`config.mk`:
```
export PLATFORM = sky130hd
export DESIGN_NAME = data_pack_flat
export DESIGN_NICKNAME = d
export VERILOG_FILES = /design/src/rtl/data_pack_if.sv /design/src/rtl/data_pack.sv /design/src/flat_wrapper.sv
export SDC_FILE = /design/constraint.sdc
export NUM_CORES = 1
export LEC_CHECK = 0
export BUFFER_PORTS_ARGS = -buffer_cell sky130_fd_sc_hd__buf_2
export CORE_AREA = 2 2 56 58
export CTS_CLUSTER_SIZE = 14
export DETAILED_ROUTE_END_ITERATION = 16
export DIE_AREA = 0 0 58 60
export GPL_TIMING_DRIVEN = 0
export PLACE_DENSITY = 0.76
export RECOVER_POWER = 100
export SLEW_MARGIN = 30
export SYNTH_ARGS = -nofsm -noshare
export SYNTH_HDL_FRONTEND = slang
export SYNTH_SLANG_ARGS = --single-unit
```
`constraint.sdc`:
```
create_clock -name clk -period 3.6 [get_ports clk]
set_input_delay 0.18 -clock clk [delete_from_list [all_inputs] [get_ports clk]]
set_output_delay 0.18 -clock clk [all_outputs]
set_load 0.02 [all_outputs]
```
`src/rtl/data_pack_if.sv`:
```
// Handshake/bus bundle for data_pack: upstream word/count/flush in, packed words out.
interface data_pack_if #(
  parameter int UNIT = 4,
  parameter int NU   = 2
);
  localparam int DW = UNIT * NU;
  localparam int CW = $clog2(NU + 1);

  logic          start;
  logic [DW-1:0] data_in;
  logic [CW-1:0] cnt;
  logic          flush;
  logic          ready;
  logic [DW-1:0] data_o;
  logic          data_en;
  logic [CW-1:0] data_cnt;
  logic [CW-1:0] res_cnt;

  modport master (output start, data_in, cnt, flush,
                  input  ready, data_o, data_en, data_cnt, res_cnt);
  modport slave  (input  start, data_in, cnt, flush,
                  output ready, data_o, data_en, data_cnt, res_cnt);
endinterface

```
`src/rtl/data_pack.sv`:
```
// Packs variable-count units LSB-first into full words, with residue carry and flush.
module data_pack #(
  parameter int UNIT = 4,
  parameter int NU   = 2
) (
  input  logic        clk,
  input  logic        reset,
  data_pack_if.slave  bus
);
  localparam int DW = UNIT * NU;
  localparam int CW = $clog2(NU + 1);
  localparam int TW = CW + 1;
  localparam logic [CW-1:0] NU_C = CW'(NU);
  localparam logic [TW-1:0] NU_T = TW'(NU);

  typedef enum logic [1:0] {EMPTY, PART, FLUSH_PEND} state_t;

  state_t        state_q, state_d;
  logic [DW-1:0] res_q, res_d;
  logic [CW-1:0] rcnt_q, rcnt_d;
  logic [DW-1:0] dout_q, dout_d;
  logic [CW-1:0] dcnt_q, dcnt_d;
  logic          den_q, den_d;

  logic [CW-1:0]   eff;
  logic [DW-1:0]   nw;
  logic [2*DW-1:0] comb;
  logic [TW-1:0]   total;

  // New units are masked to the clamped count, then appended above the residue.
  always_comb begin
    eff = '0;
    if (bus.start) eff = (bus.cnt > NU_C) ? NU_C : bus.cnt;
    nw = '0;
    for (int i = 0; i < NU; i++)
      if (CW'(i) < eff) nw[i*UNIT +: UNIT] = bus.data_in[i*UNIT +: UNIT];
    comb  = {{DW{1'b0}}, res_q} | ({{DW{1'b0}}, nw} << (UNIT * int'(rcnt_q)));
    total = TW'(rcnt_q) + TW'(eff);
  end

  always_comb begin
    state_d = state_q;
    res_d   = res_q;
    rcnt_d  = rcnt_q;
    dout_d  = dout_q;
    dcnt_d  = dcnt_q;
    den_d   = 1'b0;
    case (state_q)
      FLUSH_PEND: begin
        den_d   = 1'b1;
        dout_d  = res_q;
        dcnt_d  = rcnt_q;
        res_d   = '0;
        rcnt_d  = '0;
        state_d = EMPTY;
      end
      default: begin
        if (bus.flush && total <= NU_T) begin
          if (total != '0) begin
            den_d  = 1'b1;
            dout_d = comb[DW-1:0];
            dcnt_d = CW'(total);
          end
          res_d   = '0;
          rcnt_d  = '0;
          state_d = EMPTY;
        end else if (total >= NU_T) begin
          den_d   = 1'b1;
          dout_d  = comb[DW-1:0];
          dcnt_d  = NU_C;
          res_d   = comb[2*DW-1:DW];
          rcnt_d  = CW'(total - NU_T);
          // A flush that overflows one word leaves a remainder for the next cycle.
          if (bus.flush)            state_d = FLUSH_PEND;
          else if (total == NU_T)   state_d = EMPTY;
          else                      state_d = PART;
        end else begin
          res_d   = comb[DW-1:0];
          rcnt_d  = CW'(total);
          state_d = (total == '0) ? EMPTY : PART;
        end
      end
    endcase
  end

  always_ff @(posedge clk or posedge reset) begin
    if (reset) begin
      state_q <= EMPTY;
      res_q   <= '0;
      rcnt_q  <= '0;
      dout_q  <= '0;
      dcnt_q  <= '0;
      den_q   <= 1'b0;
    end else begin
      state_q <= state_d;
      res_q   <= res_d;
      rcnt_q  <= rcnt_d;
      dout_q  <= dout_d;
      dcnt_q  <= dcnt_d;
      den_q   <= den_d;
    end
  end

  assign bus.ready    = (state_q != FLUSH_PEND);
  assign bus.data_o   = dout_q;
  assign bus.data_en  = den_q;
  assign bus.data_cnt = dcnt_q;
  assign bus.res_cnt  = rcnt_q;
endmodule

```
`src/flat_wrapper.sv`:
```
// flat-port wrapper written by rule: the top's interface ports become plain ports
module data_pack_flat 
#(
  parameter int UNIT = 4,
  parameter int NU   = 2
)
  (clk, reset, bus_start, bus_data_in, bus_cnt, bus_flush, bus_ready, bus_data_o, bus_data_en, bus_data_cnt, bus_res_cnt);
  data_pack_if #(.UNIT(UNIT), .NU(NU)) bus_i ();
  input  logic clk;
  input  logic reset;
  input wire logic [$bits(bus_i.start)-1:0] bus_start;
  input wire logic [$bits(bus_i.data_in)-1:0] bus_data_in;
  input wire logic [$bits(bus_i.cnt)-1:0] bus_cnt;
  input wire logic [$bits(bus_i.flush)-1:0] bus_flush;
  output wire logic [$bits(bus_i.ready)-1:0] bus_ready;
  output wire logic [$bits(bus_i.data_o)-1:0] bus_data_o;
  output wire logic [$bits(bus_i.data_en)-1:0] bus_data_en;
  output wire logic [$bits(bus_i.data_cnt)-1:0] bus_data_cnt;
  output wire logic [$bits(bus_i.res_cnt)-1:0] bus_res_cnt;
  assign bus_i.start = bus_start;
  assign bus_i.data_in = bus_data_in;
  assign bus_i.cnt = bus_cnt;
  assign bus_i.flush = bus_flush;
  assign bus_ready = bus_i.ready;
  assign bus_data_o = bus_i.data_o;
  assign bus_data_en = bus_i.data_en;
  assign bus_data_cnt = bus_i.data_cnt;
  assign bus_res_cnt = bus_i.res_cnt;
  data_pack #(.UNIT(UNIT), .NU(NU)) u_core (.clk(clk), .reset(reset), .bus(bus_i));
endmodule
```
After elaboration in Yosys (flattened, before gate mapping)
Index checks and enable logic that the tools add are counted.

storage, ports and cells
  register bits = 23
  input port bits = 14

operators by class
  add/sub/neg operators = 2
  order comparisons = 5
  equality and inequality tests = 4
  shift operators = 1
  muxes and demuxes = 28
  bitwise gates (word level) = 1
  reductions and logical operators = 5

operators with widths
  kind                                                                   number
  8-bit 2-to-1 mux                                                       7
  2-bit 2-to-1 mux                                                       13
  8-bit by 16-bit bitwise OR with 16-bit output                          1
  8-bit by 4-bit left shift with 16-bit output                           1
  4-bit 2-to-1 mux                                                       2
  1-bit 2-to-1 mux                                                       6
  3-bit nonzero test                                                     2
  1-bit by 2-bit < comparator with 1-bit output, first input constant    2
  2-bit by 2-bit adder with 3-bit output                                 1
  3-bit by 2-bit equality test with 1-bit output, second input constant  1
  3-bit by 2-bit >= comparator with 1-bit output, second input constant  1
  3-bit by 2-bit <= comparator with 1-bit output, second input constant  1
  3-bit logical NOT                                                      1
  3-bit != test, second input constant                                   1
  2-bit equality test, second input constant                             1
  2-bit > comparator, second input constant                              1
  2-bit != test, second input constant                                   1
  2-bit AND reduction                                                    1
  2-bit subtractor, second input constant                                1
  1-bit logical AND                                                      1

Depth between registers and ports, before layout
  word-level depth = 10
  depth in mapped cells = 9
  gate-level depth less buffers = 7

Worst setup path after synthesis
OpenSTA, ideal clock, no wires.

  kind = flip-flop to flip-flop
  from = register u_core.rcnt_q[0] (netlist: u_core.bus.res_cnt[0])
  to = register u_core.dout_q[2] (netlist: u_core.bus.data_o[2])
  arrival = 1925 ps
  required time = 3477 ps
  setup slack = 1552 ps
  stages on the path, launching flop included = 8
  buffers on the path = 1
  clock period less this slack = 2048 ps
  path through = dfrtp_1 ha_1 fa_1 nor2_2 nand3_2 buf_4 nor2_1 a21oi_1

between the ends
  word-level cells in the longest chain between the ends = 5

RTL lines
  element                                                                                                                 line                              text
  start, declared                                                                                                         data_pack.sv:20                   logic [CW-1:0] rcnt_q, rcnt_d;
  start signal, assigned                                                                                                  data_pack.sv:97                   rcnt_q <= rcnt_d;
  2-bit by 2-bit adder with 3-bit output / 8-bit by 4-bit left shift with 16-bit output (equally long branches)           data_pack.sv:38, data_pack.sv:37
  3-bit by 2-bit <= comparator with 1-bit output / 8-bit by 16-bit bitwise OR with 16-bit output (equally long branches)  data_pack.sv:58, data_pack.sv:37
  1-bit logical AND (tied with other cells)                                                                               data_pack.sv:58                   if (bus.flush && total <= NU_T) begin
  3-bit != test (no line) (tied with other cells)                                                                         --
  2-bit AND reduction (no line) / 8-bit 2-to-1 mux (equally long branches)                                                --
  end signal, assigned                                                                                                    data_pack.sv:98                   dout_q <= dout_d;
  end, declared                                                                                                           data_pack.sv:21                   logic [DW-1:0] dout_q, dout_d;

Several ways; a longest one is shown, not always the timed one. The select of a mux whose other input is x is not followed.
A chain may end at the register's enable or synchronous reset.

Final worst setup path
Same ends and word-level chain as after synthesis.

==> out/results.ini <==
[status]
outcome=completed

[drt]
routedWlPerCell_um=15.4
detail_route.drc_violations=0
wl_mm=2.84
drt_pass1_iterations=4
route.detailed.vias_per_inst=5.73
ant_nets=0
initialDrtViolationCount=42
via_count=1054

[power_and_ir_drop]
power_per_cell_area_mw_per_mm2=450
power_switching_share_pct=35.5
combPwrFrac_pct=29.4
total_design_power_mw=0.623
pwr-share-clk_pct=20.0
vdd_drop_max_mv=0.245
power_report.internal_total_mw=0.402
power.leakage_nw=0.605
switchingPower_mw=0.221
share_seq_of_total_power_pct=50.6

[synth]
netlist_instances=120
post_synth_instance_area_mm2=0.00121
synthesis.nets=136
netlist-cell-type-count=38
seq_area_frac_synth_pct=47.7
synthFlopType=sky130_fd_sc_hd__dfrtp_1
synth_enable_flop_cells=0
yosysWarningCount=0
synthArstFlopShare_pct=100
average_size_of_a_mapped_cell_um2=10.1
ys_seq_elements=23

[sta]
max-slew-margin-rel_pct=45.3
fin_crit_sh_pct=72.7
skew_ps=2.12
final_max_slew_violation_count=0
timing_hold_violations_final=0
worst_hold_slack_ps=60.7
fin_crit_period_ps=2620
max_slew.worst_pin.slew_ps=815
setup_viol=0
timing.final.ws_setup_ps=982
timing.setup.tns_ps=0
fmax_mhz=382
grt_setup_unrepaired=no

[die]
fp.dieW_um=58
std_cell_rows=20
chipHeight_um=60
fp.dieArea_mm2=0.00348
core-area_mm2=0.00290
floorplan.initialDensity_pct=41.6
boundaryPins=28

[grt]
global_routing_usage_on_met1_pct=22.0
antenna_violations_before_repair=0
grt_start_max_net_pins=24
grt-busiest-layer=met2
first_global_vias=1043
grt.overflow.total=0
grt_util_all_layers_pct=17.8
grt_pass1_wl_mm=4.69
globalRouteMet2Util_pct=31.5
gr-usage-met3_pct=2.16

[clocking]
root_buffer_cell=sky130_fd_sc_hd__clkbuf_4
cts.clk_slew.worst_paths_ps=130
cts.htree.levels=1
clk_sink_count=23
cts.path.max_buffers=2
clkLatencyLatePin_ps=320
cts-buffers-inserted=3
cts_repair_resize_count=0
cts_tree=done

[critical_path]
critPathRequiredTime_ps=3800
setup.reg_to_reg.worst_slack_ps=980
critPathArrivalTime_ps=2820
cpLargestDelayFamily=simple AND/OR/NAND/NOR gates
slowest_stage_cell_crit_path=sky130_fd_sc_hd__fa_1
worst_path_most_repeated_cell=sky130_fd_sc_hd__nor2_1
worst-r2r-cell-count=7
r2r-start=u_core.bus.res_cnt[0]
worst_r2r_endpoint=u_core.bus.data_o[2]
cp_num_buf_inv=1
crit_type=reg2reg
delay_of_the_slowest_critical_path_stage_ps=520
endpoint_type_of_the_worst_setup_path=flop
crit_chain=ha_1, fa_1, nor2_1, nand3_1, clkbuf_1, nor2_1, a21oi_1
startpoint_type=flop
critPathMaxFanout=10

[placement]
post-place-cells=179
placed_cell_area_mm2=0.00138
detailedPlacementHpwl_mm=2.11
io_port_bufs=26
detailedPlace.worstSlack_ps=1220
gpl.final_weighted_congestion=0.875

[layout]
nNetsFinal=168
antenna_diode_count=0
final_instance_count_without_filler_cells=184
layout.core_utilization_pct=47.6
drive_above_1_share_pct=18.5
multi_input_comb_area_um2=573
sequential_cell_area_in_the_final_layout_um2=576
final_common_cell=sky130_fd_sc_hd__dfrtp_1
fill_cells=282
final_cell_mix=23 x sky130_fd_sc_hd__dfrtp_1, 18 x sky130_fd_sc_hd__a21oi_1, 17 x sky130_fd_sc_hd__clkbuf_1
fin_area_mm2=0.00138
areaGrowthSynthToFinish_pct=14.6

[flow_run]
count_of_max_cap_constraint_violations=0

[min_path]
worst_hold_path.num_cells=2
hp-class=in2reg
min_to=u_core.state_q[0]
min_from=bus_flush

==> area by class of cell <==
type                            instances  share of cell area, %
Tap cell                               33                   2.99
Clock buffer                            4                   1.90
Inverter                                4                   1.09
Sequential cell                        23                   41.6
Multi-Input combinational cell         88                   41.4
Timing Repair Buffer                   27                   8.96
Buffer                                  5                   1.99
==> registers in the layout, indices dropped and copies added, names as in the netlist <==
name / count
u_core.bus.data_cnt: 2
u_core.bus.data_en: 1
u_core.bus.res_cnt: 2
u_core.res_q: 8
u_core.state_q: 2
u_core.bus.data_o: 8
==> synthesized netlist by cell type, types with 2 or more instances <==
master	count	area share [%]
sky130_fd_sc_hd__a211oi_1	4	2.5
sky130_fd_sc_hd__a21oi_1	18	7.5
sky130_fd_sc_hd__a221oi_1	4	2.9
sky130_fd_sc_hd__a22oi_1	3	1.9
sky130_fd_sc_hd__a31oi_1	4	2.1
sky130_fd_sc_hd__a32o_1	3	2.5
sky130_fd_sc_hd__buf_4	2	1.2
sky130_fd_sc_hd__dfrtp_1	23	48
sky130_fd_sc_hd__inv_1	3	0.93
sky130_fd_sc_hd__mux2_4	2	2.5
sky130_fd_sc_hd__nand2_1	9	2.8
sky130_fd_sc_hd__nor2_1	15	4.7
sky130_fd_sc_hd__nor2_2	3	1.6
sky130_fd_sc_hd__nor3b_1	2	1.2
sky130_fd_sc_hd__o21ai_0	2	0.83
==> layer usage <==
metal | vias up | wire length (µm)
met5 | - | 0
met4 | 0 | 25
met3 | 3 | 103
met2 | 28 | 1530
met1 | 518 | 1180
li1 | 505 | -
==> worst max-delay path by stage <==
stage,start,to,slack [ps],depth (start not counted)
CTS,u_core.bus.res_cnt[0],u_core.res_q[5],1300,6
global placement,bus_cnt[1],u_core.bus.data_o[2],1250,9
floorplan,u_core.bus.res_cnt[0],u_core.bus.data_o[2],1550,7
finish,u_core.bus.res_cnt[0],u_core.bus.data_o[2],980,7
global route,u_core.bus.res_cnt[0],u_core.bus.data_o[2],810,7
detailed placement,bus_cnt[1],u_core.res_q[5],1220,8
==> cell families after synthesis <==
family                     Yosys count  synth area share, %
buffers and inverters                9                 4.15
adders and majority gates            2                 2.70
DFF                                 23                 47.7
and+or+nand+nor                     38                 15.9
AOI/OAI and AO/OA                   44                 25.3
muxes                                4                 4.25
==> power groups by stage <==
stage               Sequential (mW)  Combinational (mW)  Clock (mW)
finish                        0.315               0.183       0.124
global route                  0.321               0.203       0.136
CTS                           0.315               0.196       0.125
detailed placement            0.320               0.195           0
global placement              0.319               0.191           0
floorplan                     0.358              0.0906           0
==> repair_timing <==
item	CTS	global route
endpoints found under the setup margin	0	0
buffers inserted	0	0
hold endpoints to repair	0	23
hold buffers	0	1
No activity file was read; power rests on OpenSTA's default activity.
